### src/rtl/mmio_responder_if.sv
// CPU <-> I/O window request/response bus: valid/ready request, single-cycle response strobe.
interface mmio_responder_if #(
  parameter int ADDR_SIZE = 19,
  parameter int WORD_SIZE = 19
);
  logic                 req_valid;
  logic                 req_write;
  logic [ADDR_SIZE-1:0] req_addr;
  logic [WORD_SIZE-1:0] req_wdata;
  logic                 req_ready;
  logic                 rsp_valid;
  logic [WORD_SIZE-1:0] rsp_rdata;
  logic                 rsp_err;

  modport master (
    output req_valid, req_write, req_addr, req_wdata,
    input  req_ready, rsp_valid, rsp_rdata, rsp_err
  );

  modport slave (
    input  req_valid, req_write, req_addr, req_wdata,
    output req_ready, rsp_valid, rsp_rdata, rsp_err
  );
endinterface

### src/rtl/mmio_responder.sv
// I/O window responder: scratch regs, free-running timer with compare irq, TX FIFO.
module mmio_responder #(
  parameter int                   WORD_SIZE   = 19,
  parameter int                   ADDR_SIZE   = 19,
  parameter logic [ADDR_SIZE-1:0] BASE_ADDR   = 19'h7FF00,
  parameter int                   WAIT_STATES = 1,
  parameter int                   FIFO_DEPTH  = 4
) (
  input  logic                 CLK,
  input  logic                 RESET,
  mmio_responder_if.slave      bus,
  output logic [WORD_SIZE-1:0] tx_data,
  output logic                 tx_valid,
  input  logic                 tx_ready,
  output logic                 irq
);
  localparam int PW = $clog2(FIFO_DEPTH);
  localparam logic [WORD_SIZE-1:0] ID_VAL = WORD_SIZE'(19'h1C0DE);

  typedef enum logic [1:0] {IDLE, WAIT, RESP} state_t;
  typedef struct packed {
    logic                 write;
    logic [ADDR_SIZE-1:0] addr;
    logic [WORD_SIZE-1:0] wdata;
  } req_t;

  state_t               state;
  req_t                 req_q, req_c;
  logic [3:0]           cnt;
  logic                 rdy_q, rsp_valid_q, rsp_err_q;
  logic [WORD_SIZE-1:0] rsp_rdata_q;

  logic [WORD_SIZE-1:0] scratch0, scratch1, timer, timer_cmp;
  logic                 st_match, st_err, irq_en;

  logic [WORD_SIZE-1:0] mem [FIFO_DEPTH];
  logic [PW:0]          wptr, rptr, count;
  logic                 full, empty, pop, push;

  logic                 commit, in_range, wr, err_acc;
  logic [ADDR_SIZE-1:0] diff;
  logic [2:0]           off;
  logic [WORD_SIZE-1:0] rd_val, status_word;

  assign bus.req_ready = rdy_q;
  assign bus.rsp_valid = rsp_valid_q;
  assign bus.rsp_rdata = rsp_rdata_q;
  assign bus.rsp_err   = rsp_err_q;

  // FIFO occupancy uses an extra pointer bit so full and empty are distinct.
  assign count    = wptr - rptr;
  assign empty    = (wptr == rptr);
  assign full     = (count == (PW+1)'(FIFO_DEPTH));
  assign tx_valid = !empty;
  assign tx_data  = tx_valid ? mem[rptr[PW-1:0]] : '0;
  assign pop      = tx_valid & tx_ready;
  assign irq      = st_match & irq_en;

  assign status_word = WORD_SIZE'({st_err, empty, full, st_match});

  // Decode the request that commits this edge: live inputs when entering RESP straight from IDLE.
  always_comb begin
    req_c = (state == IDLE) ? '{write: bus.req_write, addr: bus.req_addr, wdata: bus.req_wdata}
                            : req_q;
    commit   = ((state == IDLE) && bus.req_valid && rdy_q && (WAIT_STATES == 0)) ||
               ((state == WAIT) && (cnt == 4'(WAIT_STATES - 1)));
    diff     = req_c.addr - BASE_ADDR;
    in_range = (req_c.addr >= BASE_ADDR) && (diff < ADDR_SIZE'(8));
    off      = diff[2:0];
    wr       = commit && req_c.write && in_range;
    // A push on full only errors if the peripheral is not popping on the same edge.
    err_acc  = !in_range ||
               ((off == 3'd5) && (!req_c.write || (full && !pop))) ||
               ((off == 3'd7) && req_c.write);
    push     = wr && (off == 3'd5) && (!full || pop);
    rd_val   = '0;
    if (!req_c.write && !err_acc) begin
      case (off)
        3'd0:    rd_val = scratch0;
        3'd1:    rd_val = scratch1;
        3'd2:    rd_val = timer;
        3'd3:    rd_val = timer_cmp;
        3'd4:    rd_val = status_word;
        3'd6:    rd_val = WORD_SIZE'(irq_en);
        3'd7:    rd_val = ID_VAL;
        default: rd_val = '0;
      endcase
    end
  end

  // Bus FSM: accept, count wait states, then strobe a registered response.
  always_ff @(posedge CLK or negedge RESET) begin
    if (!RESET) begin
      state       <= IDLE;
      req_q       <= '0;
      cnt         <= '0;
      rdy_q       <= 1'b0;
      rsp_valid_q <= 1'b0;
      rsp_rdata_q <= '0;
      rsp_err_q   <= 1'b0;
    end else begin
      case (state)
        IDLE: begin
          if (bus.req_valid && rdy_q) begin
            req_q <= req_c;
            rdy_q <= 1'b0;
            cnt   <= '0;
            state <= (WAIT_STATES == 0) ? RESP : WAIT;
          end else begin
            rdy_q <= 1'b1;
          end
        end
        WAIT: begin
          if (cnt == 4'(WAIT_STATES - 1)) state <= RESP;
          else                            cnt   <= cnt + 4'd1;
        end
        RESP: begin
          rsp_valid_q <= 1'b0;
          rdy_q       <= 1'b1;
          state       <= IDLE;
        end
        default: state <= IDLE;
      endcase
      if (commit) begin
        rsp_valid_q <= 1'b1;
        rsp_rdata_q <= rd_val;
        rsp_err_q   <= err_acc;
      end
    end
  end

  // Register file, timer, sticky status and FIFO pointers.
  always_ff @(posedge CLK or negedge RESET) begin
    if (!RESET) begin
      scratch0  <= '0;
      scratch1  <= '0;
      timer     <= '0;
      timer_cmp <= '1;
      st_match  <= 1'b0;
      st_err    <= 1'b0;
      irq_en    <= 1'b0;
      wptr      <= '0;
      rptr      <= '0;
    end else begin
      timer <= (wr && off == 3'd2) ? req_c.wdata : timer + WORD_SIZE'(1);
      if (wr && off == 3'd0) scratch0  <= req_c.wdata;
      if (wr && off == 3'd1) scratch1  <= req_c.wdata;
      if (wr && off == 3'd3) timer_cmp <= req_c.wdata;
      if (wr && off == 3'd6) irq_en    <= req_c.wdata[0];
      // Set beats a same-edge W1C on the match bit.
      st_match <= (st_match & ~(wr && off == 3'd4 && req_c.wdata[0])) | (timer == timer_cmp);
      st_err   <= (st_err & ~(wr && off == 3'd4 && req_c.wdata[3])) | (commit && err_acc);
      if (push) wptr <= wptr + (PW+1)'(1);
      if (pop)  rptr <= rptr + (PW+1)'(1);
    end
  end

  // FIFO storage; contents are masked by tx_valid so no reset is needed.
  always_ff @(posedge CLK) begin
    if (push) mem[wptr[PW-1:0]] <= req_c.wdata;
  end
endmodule

### src/flat_wrapper.sv
// flat-port wrapper written by rule: the top's interface ports become plain ports
module mmio_responder_flat 
#(
  parameter int                   WORD_SIZE   = 19,
  parameter int                   ADDR_SIZE   = 19,
  parameter logic [ADDR_SIZE-1:0] BASE_ADDR   = 19'h7FF00,
  parameter int                   WAIT_STATES = 1,
  parameter int                   FIFO_DEPTH  = 4
)
  (CLK, RESET, tx_data, tx_valid, tx_ready, irq, bus_req_valid, bus_req_write, bus_req_addr, bus_req_wdata, bus_req_ready, bus_rsp_valid, bus_rsp_rdata, bus_rsp_err);
  mmio_responder_if #(.ADDR_SIZE(ADDR_SIZE), .WORD_SIZE(WORD_SIZE)) bus_i ();
  input  logic CLK;
  input  logic RESET;
  output logic [WORD_SIZE-1:0] tx_data;
  output logic tx_valid;
  input  logic tx_ready;
  output logic irq;
  input wire logic [$bits(bus_i.req_valid)-1:0] bus_req_valid;
  input wire logic [$bits(bus_i.req_write)-1:0] bus_req_write;
  input wire logic [$bits(bus_i.req_addr)-1:0] bus_req_addr;
  input wire logic [$bits(bus_i.req_wdata)-1:0] bus_req_wdata;
  output wire logic [$bits(bus_i.req_ready)-1:0] bus_req_ready;
  output wire logic [$bits(bus_i.rsp_valid)-1:0] bus_rsp_valid;
  output wire logic [$bits(bus_i.rsp_rdata)-1:0] bus_rsp_rdata;
  output wire logic [$bits(bus_i.rsp_err)-1:0] bus_rsp_err;
  assign bus_i.req_valid = bus_req_valid;
  assign bus_i.req_write = bus_req_write;
  assign bus_i.req_addr = bus_req_addr;
  assign bus_i.req_wdata = bus_req_wdata;
  assign bus_req_ready = bus_i.req_ready;
  assign bus_rsp_valid = bus_i.rsp_valid;
  assign bus_rsp_rdata = bus_i.rsp_rdata;
  assign bus_rsp_err = bus_i.rsp_err;
  mmio_responder #(.WORD_SIZE(WORD_SIZE), .ADDR_SIZE(ADDR_SIZE), .BASE_ADDR(BASE_ADDR), .WAIT_STATES(WAIT_STATES), .FIFO_DEPTH(FIFO_DEPTH)) u_core (.CLK(CLK), .RESET(RESET), .bus(bus_i), .tx_data(tx_data), .tx_valid(tx_valid), .tx_ready(tx_ready), .irq(irq));
endmodule
### config.mk
export PLATFORM = sky130hd
export DESIGN_NAME = mmio_responder_flat
export DESIGN_NICKNAME = d
export VERILOG_FILES = /design/src/rtl/mmio_responder_if.sv /design/src/rtl/mmio_responder.sv /design/src/flat_wrapper.sv
export SDC_FILE = /design/constraint.sdc
export NUM_CORES = 1
export LEC_CHECK = 0
export CELL_PAD_IN_SITES_DETAIL_PLACEMENT = 2
export CELL_PAD_IN_SITES_GLOBAL_PLACEMENT = 2
export CORE_MARGIN = 1.5
export CORE_UTILIZATION = 36
export DETAILED_ROUTE_END_ITERATION = 10
export PLACE_DENSITY_LB_ADDON = 0.15
export SETUP_SLACK_MARGIN = 0.1
export SLEW_MARGIN = 10
export SYNTH_ARGS = -nofsm -noshare
export SYNTH_HDL_FRONTEND = slang
export SYNTH_SLANG_ARGS = --single-unit
### constraint.sdc
create_clock -name CLK -period 3.8 [get_ports CLK]
set_input_delay 0.76 -clock CLK [delete_from_list [all_inputs] [get_ports CLK]]
set_output_delay 0.76 -clock CLK [all_outputs]
set_load 0.02 [all_outputs]
Word level (Yosys, flattened, before mapping) --
Memory sizes are Yosys's and may differ from the RTL's. Cells that the tools add are included.
Word-level totals: logic and storage cells 106, bits in registers 152, output and inout port bits 43, input port bits 43, memories 1, bits in writable memories 76
Memories:
- u_core.mem | depth 4, width 19, rd ports 1, clocked after memory_dff 0, write ports 1, line mmio_responder.sv:36 | logic [WORD_SIZE-1:0] mem [FIFO_DEPTH];
Cells by class: add/sub/neg operators 6, bitwise logic cells 8, eq/ne operators 15, magnitude comparators 2, reduce and logical (&&, ||, !) cells 39, mux-type cells 17
Operators with widths (count):
- $pmux 19 s7 | 1
- $mux 19 | 3
- $mux 39 | 1
- $logic_and 1x1->1 | 20
- $add 19x1->19 const B | 1
- $eq 19x19->1 | 1
- $ge 19x19->1 const B | 1
- $lt 19x4->1 const B | 1
- $sub 19x19->19 const B | 1
- $eq 3x3->1 const B | 5
- $mux 4 | 2
- $pmux 4 s2 | 1
- $add 3x1->3 const B | 2
- $eq 3x2->1 const B | 2
- $logic_not 1->1 | 6
- $ne 2x2->1 const B | 3
- $reduce_bool 2->1 | 3
- $mux 1 | 5
- $add 4x1->4 const B | 1
- $and 1x1->1 | 4
- $logic_not 4->1 | 1
- $logic_or 1x1->1 | 4
- $mux 2 | 2
- $pmux 2 s2 | 1
- other kinds (12) | 15

Logic depth before layout (Yosys ltp) --
depth in word-level cells 12, depth in mapped cells 14, depth with buffers taken out 10

Least setup slack after synthesis --
No wires, ideal clock.
path kind register to register, start point register u_core.state[0], end point memory u_core.mem[3][0] (enable), stages on the path, launching flop included 13, setup time 0.379 ns, data arrival time 3.760 ns, slack -0.338 ns, path buffers 3, period minus slack after synthesis 4.138 ns, data required time 3.421 ns, cell sequence dfrtp_1 > buf_2 > nor2_2 > buf_2 > clkbuf_1 > nand2_1 > nand2_1 > ha_1 > nand3b_1 > or4_1 > a2111oi_4 > and4bb_2 > and2_1
RTL lines:
- start: declaration | line mmio_responder.sv:27 | state_t state;
- start signal: assignment | line mmio_responder.sv:108 | state <= (WAIT_STATES == 0) ? RESP : WAIT;
- end: declaration | line mmio_responder.sv:36

Worst setup path in the final report --
start point register u_core.rptr[0], end point output port tx_data[3]
On the way: word-level cells in the longest chain between the ends 2, elaborated cells between the ends (all ways) 3, those cells by class eq/ne: 1; mux: 1; memory: 1
Ends and longest elaborated chain:
- start: declaration | line mmio_responder.sv:37 | logic [PW:0] wptr, rptr, count;
- start signal: assignment | line mmio_responder.sv:154 | if (pop) rptr <= rptr + (PW+1)'(1);
- $mem_v2 4x19 / $eq 3x3->1 (equally long branches)
- $mux 19 (*) | line mmio_responder.sv:55 | assign tx_data = tx_valid ? mem[rptr[PW-1:0]] : '0;
- end: declaration | line flat_wrapper.sv:14 | output logic [WORD_SIZE-1:0] tx_data;
Mark *: on every way between the ends. The rest lies on a longest branch, timed or not.

==> summary.txt <==
Outcome
  • Status: finished, final reports clean

Floorplan
  • Die width: about 170 um
  • Die height: between 150 and 200 um
  • Core Region: 28600 um2
  • Area of the die: between 30000 and 40000 um2
  • Initial core utilization: 0.365
  • # IOs: between 80 and 90
  • Row count: 62

Yosys
  • Unique masters post-synth: 56
  • Number of enable flip-flop cells after synthesis: 76
  • FF+latch count, synth: between 200 and 250
  • Area contributors post-synth: dfrtp_1, edfxtp_1, nand2_1
  • Cell taking the most area after synthesis: dfrtp_1
  • Syn nets: 918
  • Yosys top cell area share: 0.319
  • Mapped Area: 10400 um2
  • Count leader, synth: nand2_1
  • Synth Warn #: 0
  • Ys flop type: dfrtp_1
  • Ys async rst share: 0.667
  • Register area share after synthesis: 0.585
  • Synth Area per Inst: about 12 um2
  • Post-synthesis cell count: ~860
  • Synth top cells by count: nand2_1, dfrtp_1, edfxtp_1

Routing
  • Final ANT Viol Nets: 0
  • Initial DRC Count: about 360
  • Vias/cell: between 5 and 6
  • Drt wl/cell: ~22 um
  • DRT Wirelength: 30.4 mm
  • Drt pass-1 iters: 7
  • # DRC: 0
  • Via count: just over 7000

CTS
  • Deepest clock path buffer count: 3
  • Worst-path clk slew: 0.06 ns
  • Clk Tree Root Cell: clkbuf_16
  • CTS tree: done
  • Clock Sink Count: 228
  • CTS Buf Count: 27
  • Clk_lat worst skew: ~0.54 ns
  • H-tree depth: 1
  • Hold buffers post-CTS: 0

Pwr
  • Leakage power: 5.47 nW
  • P per Cell Area: roughly 700 nW/um2
  • VDD IR max: ~0.37 mV

Timing
  • Worst Slack Setup Final: 0.347 ns
  • FMAX: 0.290 GHz
  • Layout Skew: a little under 0.008 ns
  • Final Cycle Share: 0.909
  • RSZ-0062 raised after global routing: no
  • Min Tclk post-route: between 3 and 4 ns
  • Setup_tns: 0 ns
  • Max-slew violation count: 0
  • # setup viols final: 0
  • Hold Vio Cnt, Final: 0
  • Slew @ Worst Pin: between 0.9 and 1 ns
  • Slew headroom: 0.330

Placement
  • Gpl congestion: around 0.75
  • Placed cells: around 1300
  • Dpl cell area: between 10000 and 15000 um2
  • Post-DP HPWL: 20.7 mm
  • Pre-CTS setup slack: between 0.06 and 0.07 ns
  • I/O Buffers: 85

Setup path
  • CP arrival: about 2.7 ns
  • RR Startpoint: u_core.state[1]
  • Slack of the worst reg-to-reg path: 0.53 ns
  • Required @ worst endpoint: around 3.0 ns
  • Critical Path Sink Type: output pin
  • R2r worst-path depth: 9
  • FF-to-FF End: u_core.mem[3][9]
  • Crit path max fanout: 21
  • Crit Path Category: reg2out
  • Critical Path Start Type: flop

Finish
  • FILL cells: 2854
  • Area delta synth->final: 23.5%
  • Layout Utilization: 0.450
  • Layout cell share with drive strength beyond 1: 0.180
  • Final Cell Area: around 13000 um2
  • Post-route insts no fill: between 1000 and 1500
  • Antenna diode count: 0
  • Fin nets: roughly 1000

Min path
  • Hold Path Class: in2async

Global route
  • Number of global-route vias before repair: roughly 8000
  • Initial antenna violation count: 0
  • First-pass GRT wire length: a little under 50 mm
  • Gr ovfl total: 0
  • Global Route Usage Sum: 0.209
  • Largest net degree at the start of global routing: slightly above 80

Job
  • Max-Cap Viols: 0
## state kept, by name, summed over array words and instances (netlist names), 4 cells and up
| register | cells |
|---|---|
| u_core.mem | 76 |
| u_core.req_q | 39 |
| u_core.bus.rsp_rdata | 19 |
| u_core.scratch0 | 19 |
| u_core.scratch1 | 19 |
| u_core.timer | 19 |
| u_core.timer_cmp | 19 |
| u_core.cnt | 4 |
## metal layers
layer,track usage,share of wire
met5,0,0
met2,0.346,0.48
met4,0.0420,0.015
met1,0.299,0.48
met3,0.0219,0.031
## worst max path at each step
stage,startpoint,end,cells after the start
after floorplan,u_core.state[1],u_core.mem[3][0],12
after global placement,bus_req_addr[8],u_core.mem[0][12],9
after detailed placement,bus_req_addr[8],u_core.mem[3][12],9
after CTS,u_core.wptr[0],tx_data[3],7
after global routing,u_core.rptr[0],tx_data[3],4
final,u_core.rptr[0],tx_data[3],4
## worst max-delay path, stage by stage, from the launching register on
cell	delay (ns)
dfrtp_1	0.41
buf_4	0.41
mux4_2	0.59
and2_1	0.19
clkdlybuf4s50_1	0.55
## power by group
| group | switching (W) | internal (W) |
|---|---|---|
| registers | 0.000169 | 0.00294 |
| logic | 0.00198 | 0.00114 |
| clock network | 0.00104 | 0.00176 |
## layout make-up
| class | instances | area (um2) | area share |
|---|---|---|---|
| repair inverters | 1 | 7.51 | 0.000582 |
| clock buffers | 33 | 728 | 0.0565 |
| well taps | 384 | 480 | 0.0373 |
| clock inverters | 17 | 235 | 0.0182 |
| inverters | 11 | 45.0 | 0.00349 |
| flip-flops and latches | 228 | 6110 | 0.474 |
| repair buffers | 119 | 1140 | 0.0888 |
| multi-input cells | 583 | 4140 | 0.321 |
## placed cells by master (no fill, tap or decap), types with 5 or more instances in the layout
cell type / n
ha_1: 11
and2_1: 20
edfxtp_1: 76
dfstp_2: 19
bufinv_16: 6
mux2i_1: 9
nor4_1: 5
and3_1: 6
clkbuf_16: 27
a21oi_1: 23
mux2_2: 44
o21ai_0: 48
inv_1: 10
nand4_1: 8
dfrtp_1: 133
mux4_2: 19
clkdlybuf4s50_1: 84
nand3_1: 16
buf_4: 31
mux2_1: 48
clkinv_2: 7
xnor2_1: 18
nand2_1: 188
nor2_1: 31
xor2_1: 26
## kinds of logic (layout without fill, tap and decap cells)
group | after synthesis | count (layout) | synth area share
muxes | 121 | 121 | 0.150
xor gates and xnor gates | 44 | 44 | 0.0369
adders and majority gates | 11 | 11 | 0.0132
and+or+nand+nor | 307 | 307 | 0.136
DFF | 228 | 228 | 0.585
buffers and inverters | 53 | 181 | 0.0206
AOI/OAI and AO/OA | 100 | 100 | 0.0582
## metrics by stage
step | hold slack [ns] | total power [W]
floorplan | 0.438 | 0.00490
global placement | 0.455 | 0.00615
detailed placement | 0.465 | 0.00628
CTS | 0.303 | 0.00913
global route | 0.343 | 0.00951
finish | 0.232 | 0.00903
## repair_timing
item / CTS / global route
resized for setup: 0 / 4
gates cloned: 0 / 1
hold endpoints to repair: 0 / 0
setup buffers: 0 / 3
endpoints found under the setup margin: 7 / 20
Power figures use the tool's default switching activity.
==> variant 1, RTL diff (same settings) <==
Reset style: synchronous (`RESET`), changed in 2 clocked blocks.
--- a/src/rtl/mmio_responder.sv
+++ b/src/rtl/mmio_responder.sv
@@ -91,3 +91,3 @@
   // Bus FSM: accept, count wait states, then strobe a registered response.
-  always_ff @(posedge CLK or negedge RESET) begin
+  always_ff @(posedge CLK) begin
     if (!RESET) begin
@@ -132,3 +132,3 @@
   // Register file, timer, sticky status and FIFO pointers.
-  always_ff @(posedge CLK or negedge RESET) begin
+  always_ff @(posedge CLK) begin
     if (!RESET) begin
Formal check against the unedited RTL: differs if RESET is asserted again (counterexample within 4 cycles, from zero or initial values and one cycle with RESET low); with RESET held inactive, the same outputs for 4 cycles.
==> variant 1 against the original RTL <==
  * Synthesized area shrank 0.62%
  * Sequential share of layout area shrank 5.0 points
  * Wire length grew 6.4%
  * Setup slack lost 0.068 ns
  * Cell count grew 7.6%
  * Sequential cell count grew 2
  * Cell area shrank 1.8%
  * Critical path type unchanged
  * Highest routed layer unchanged
Power is not compared: it rests on default switching activity, and its combinational part moved more than twofold at a synthesized area within 25%.
==> variant 1: results (changes against the original RTL) <==
clock_skew_ns: 0.01121  # +0.003367 ns
grt_pass1_vias: 8590  # +7.1%
wl_per_cell_um: 21.87  # -1.1%
slew_headroom: 0.3806  # +0.05082
synthArstFlopShare: 0  # -0.6667
cp_max_fo: 20  # -4.8%
fillers: 2961  # +3.7%
yosysUniqueCellTypes: 69  # +23%
drive_gt1_frac: 0.1407  # -0.03979
synth_nets: 1054  # +15%
drt-pass1-iter-count: 4  # -3
grt_max_degree: 74  # -8.6%
place_ws_ns: -0.05538  # -0.1218 ns
synth_commonest_cells: "dfxtp_1 (154), nand2_1 (148), nor2_1 (97), edfxtp_1 (76), a21oi_1 (65)"
cp_slowest_cell: "clkdlybuf4s50_1"
hp-class: "reg -> reg"
status: "finished clean"
synth_area_leaders: "dfxtp_1 (30%), edfxtp_1 (22%), mux2i_1 (6.0%), nand2_1 (5.4%), mux4_2 (4.1%)"
grt_use_total: 0.2193  # +0.01065
ys_seq_area_frac: 0.5174  # -0.06812
vias: 7881  # +9.4%
grt_pass1_wl_mm: 51.48  # +6.4%
crit_path_max_incr_delay_ns: 0.62  # +0.03 ns
insertion_delay_ns: 0.52  # -0.02 ns
hpwlAfterDp_mm: 22.17  # +7.2%
## variant 1: cell types whose count changed after synthesis, moves of 19 or more
cell | unedited run | this run
mux2i_1 | 10 | 62
mux2_2 | 44 | 23
nor3_1 | 0 | 23
mux2_1 | 48 | 0
nand2_1 | 188 | 148
dfxtp_1 | 0 | 154
o21ai_0 | 48 | 12
a21oi_1 | 23 | 65
nor2_1 | 32 | 97
dfrtp_1 | 133 | 0
dfstp_2 | 19 | 0
## variant 1: cell type report
class / count / area, sq um / area share
Inverter: 14 / 55.05 / 0.004349
Clock buffer: 27 / 675.6 / 0.05338
Multi-Input combinational cell: 690 / 4648 / 0.3672
Sequential cell: 230 / 5365 / 0.4238
Timing Repair Buffer: 119 / 1194 / 0.09430
Clock inverter: 22 / 247.7 / 0.01957
Tap cell: 378 / 473.0 / 0.03736
## variant 1: final timing paths
check                           slack (ns)                              end  depth (start not counted)                             from
worst max register to register        0.55      u_core.mem[1][14]$_DFFE_PP_                         10     u_core.state[1]$_SDFFE_PN0P_
worst min register to register        0.46  u_core.scratch0[6]$_SDFFE_PN0P_                          2  u_core.scratch0[6]$_SDFFE_PN0P_
worst min-delay path                  0.46  u_core.scratch0[6]$_SDFFE_PN0P_                          2  u_core.scratch0[6]$_SDFFE_PN0P_
worst max-delay path                  0.28                       tx_data[7]                          6      u_core.wptr[0]$_SDFFE_PN0N_
## variant 1: cells by family (layout without fill, tap and decap cells)
group                      Yosys count  in the layout  synth area share
xor gates and xnor gates            43             43           0.03632
and+or+nand+nor                    391            391            0.1829
adders and majority gates           11             11           0.01327
AOI/OAI and AO/OA                  141            141           0.08832
buffers and inverters               80            182           0.03571
DFF                                230            230            0.5174
muxes                              104            104            0.1261
## variant 1: tightest hold or removal path, cell delays in order, from the launching register on
cell	delay, ns
dfxtp_1	0.31
nand2_1	0.05
a21oi_1	0.05
## variant 1: power groups by stage
stage / clock network [W] / registers [W] / logic, W
6_report: 0.00271 / 0.00261 / 0.000422
2_1_floorplan: 0 / 0.00265 / 0.000244
4_1_cts: 0.00278 / 0.00261 / 0.000427
3_3_place_gp: 0 / 0.00266 / 0.000411
3_5_place_dp: 0 / 0.00266 / 0.000422
5_1_grt: 0.00286 / 0.00261 / 0.000459
## variant 1: layer usage
layer  track usage  wire length (um)  vias up
met5             0                 0        -
met4       0.04058               425        0
met3       0.02507              1130       31
met2        0.3785             15670      121
met1        0.2987             15140     4008
li1              -                 -     3721
## variant 1: metrics by stage
step	std cells	power (W)	hold WS (ns)	area (sq um)
CTS	1480	0.005814	0.4588	12660
finish	1480	0.005745	0.4554	12660
global placement	1431	0.003071	0.4372	11740
floorplan	1000	0.002896	0.4294	10370
detailed placement	1431	0.003084	0.4489	11740
global route	1480	0.005933	0.4803	12660
==> variant 2, RTL diff (same settings) <==
Without the edit above. `ADDR_SIZE` is set to 19 in 3 places; all go to 38.
--- a/src/rtl/mmio_responder_if.sv
+++ b/src/rtl/mmio_responder_if.sv
@@ -2,3 +2,3 @@
 interface mmio_responder_if #(
-  parameter int ADDR_SIZE = 19,
+  parameter int ADDR_SIZE = 38,
   parameter int WORD_SIZE = 19
--- a/src/rtl/mmio_responder.sv
+++ b/src/rtl/mmio_responder.sv
@@ -3,3 +3,3 @@
   parameter int                   WORD_SIZE   = 19,
-  parameter int                   ADDR_SIZE   = 19,
+  parameter int                   ADDR_SIZE   = 38,
   parameter logic [ADDR_SIZE-1:0] BASE_ADDR   = 19'h7FF00,
--- a/src/flat_wrapper.sv
+++ b/src/flat_wrapper.sv
@@ -4,3 +4,3 @@
   parameter int                   WORD_SIZE   = 19,
-  parameter int                   ADDR_SIZE   = 19,
+  parameter int                   ADDR_SIZE   = 38,
   parameter logic [ADDR_SIZE-1:0] BASE_ADDR   = 19'h7FF00,
Interface: changed (resized bus_req_addr); port bits go from 86 to 105. No check against the original RTL was run, so the function may have changed too.
==> variant 2 against the original RTL <==
  * Cell area grew 17%
  * Critical path depth grew 7
  * Wire length grew 19%
  * Sequential cell count grew 19
  * Die area grew 14%
  * Synthesized area grew 14%
  * Hold slack lost 0.074 ns
  * Sequential power grew 14%
  * Core utilization grew 1.2 points
  * Clock power grew 3%
  * Setup slack lost 0.096 ns
  * Total power grew 16%
  * Largest power group unchanged
==> variant 2: results (changes against the original RTL) <==
grt_pass1_vias: 9588  # +20%
dp_cells: 1540  # +16%
leakage_nw: 6.238  # +14%
seq_power_share: 0.338  # -0.006
layout.nets: 1202  # +17%
tightest_slew_ns: 0.5936  # -0.4032 ns
status: "finished clean"
portBuffers: 104  # +22%
drt-pass1-iter-count: 5  # -2
synth_nets: 1036  # +13%
drtIter0Drc: 375  # +3.0%
p_sw_frac: 0.3691  # +0.01518
hpwlAfterDp_mm: 25.19  # +22%
grt_pass1_wl_mm: 56.68  # +17%
syn_avg_cell_area_sq_um: 12.37  # +2.4%
cp_slowest_cell: "or4_1"
cts_resized: 1  # +1
arrival_ns: 4.02  # +1.33 ns
ys_seq_area_frac: 0.5524  # -0.03306
place_ws_ns: -0.4729  # -0.5393 ns
synthArstFlopShare: 0.6923  # +0.02564
routed_wl_mm: 36.23  # +19%
grt_use_total: 0.2181  # +0.009406
placed_area_sq_um: 14020  # +18%
max-vdd-ir-drop_mv: 0.3594  # -2.9%
yosysUniqueCellTypes: 59  # +5.4%
[variant 2: worst paths after layout]
| kind | start | endpoint | slack, ns | cells past startpoint |
|---|---|---|---|---|
| max | bus_req_addr[20] | u_core.bus.rsp_rdata[6]$_DFFE_PN0P_ | 0.25 | 11 |
| min | RESET | u_core.req_q[29]$_DFFE_PN0P_ | 0.16 | 1 |
| max reg2reg | u_core.state[1]$_DFFE_PN0P_ | u_core.bus.rsp_rdata[6]$_DFFE_PN0P_ | 0.29 | 10 |
| min reg2reg | u_core.bus.rsp_rdata[5]$_DFFE_PN0P_ | u_core.bus.rsp_rdata[5]$_DFFE_PN0P_ | 0.48 | 2 |
| max in group asynchronous | RESET | u_core.wptr[1]$_DFFE_PN0N_ | 2.83 | 2 |
| min in group CLK | u_core.bus.rsp_rdata[5]$_DFFE_PN0P_ | u_core.bus.rsp_rdata[5]$_DFFE_PN0P_ | 0.48 | 2 |
[variant 2: layout make-up]
type,instances,area [sq um]
clock buffers,37,785.8
clock inverters,17,209.0
fillers,3229,17480
inverters,12,45.04
multi-input cells,654,5085
flip-flops and latches,247,6585
well taps,442,553.0
repair buffers,186,1795
[variant 2: cells by family (layout without fill, tap and decap cells)]
kind of cell | Yosys count | in the layout | share of synthesized area
and+or+nand+nor | 291 | 291 | 0.1178
DFF | 247 | 247 | 0.5524
muxes | 167 | 167 | 0.1836
AOI/OAI and AO/OA | 140 | 140 | 0.07558
buffers and inverters | 63 | 252 | 0.02635
xor gates and xnor gates | 46 | 46 | 0.03380
adders and majority gates | 10 | 10 | 0.01050
[variant 2: metal layers]
metal	vias up	global-route usage	share of wire	routed length, um
met5	-	0	0	0
met4	0	0.06114	0.022	805
met3	54	0.02615	0.030	1103
met2	153	0.3651	0.48	17390
met1	4451	0.2980	0.47	16930
li1	3862	-	-	-
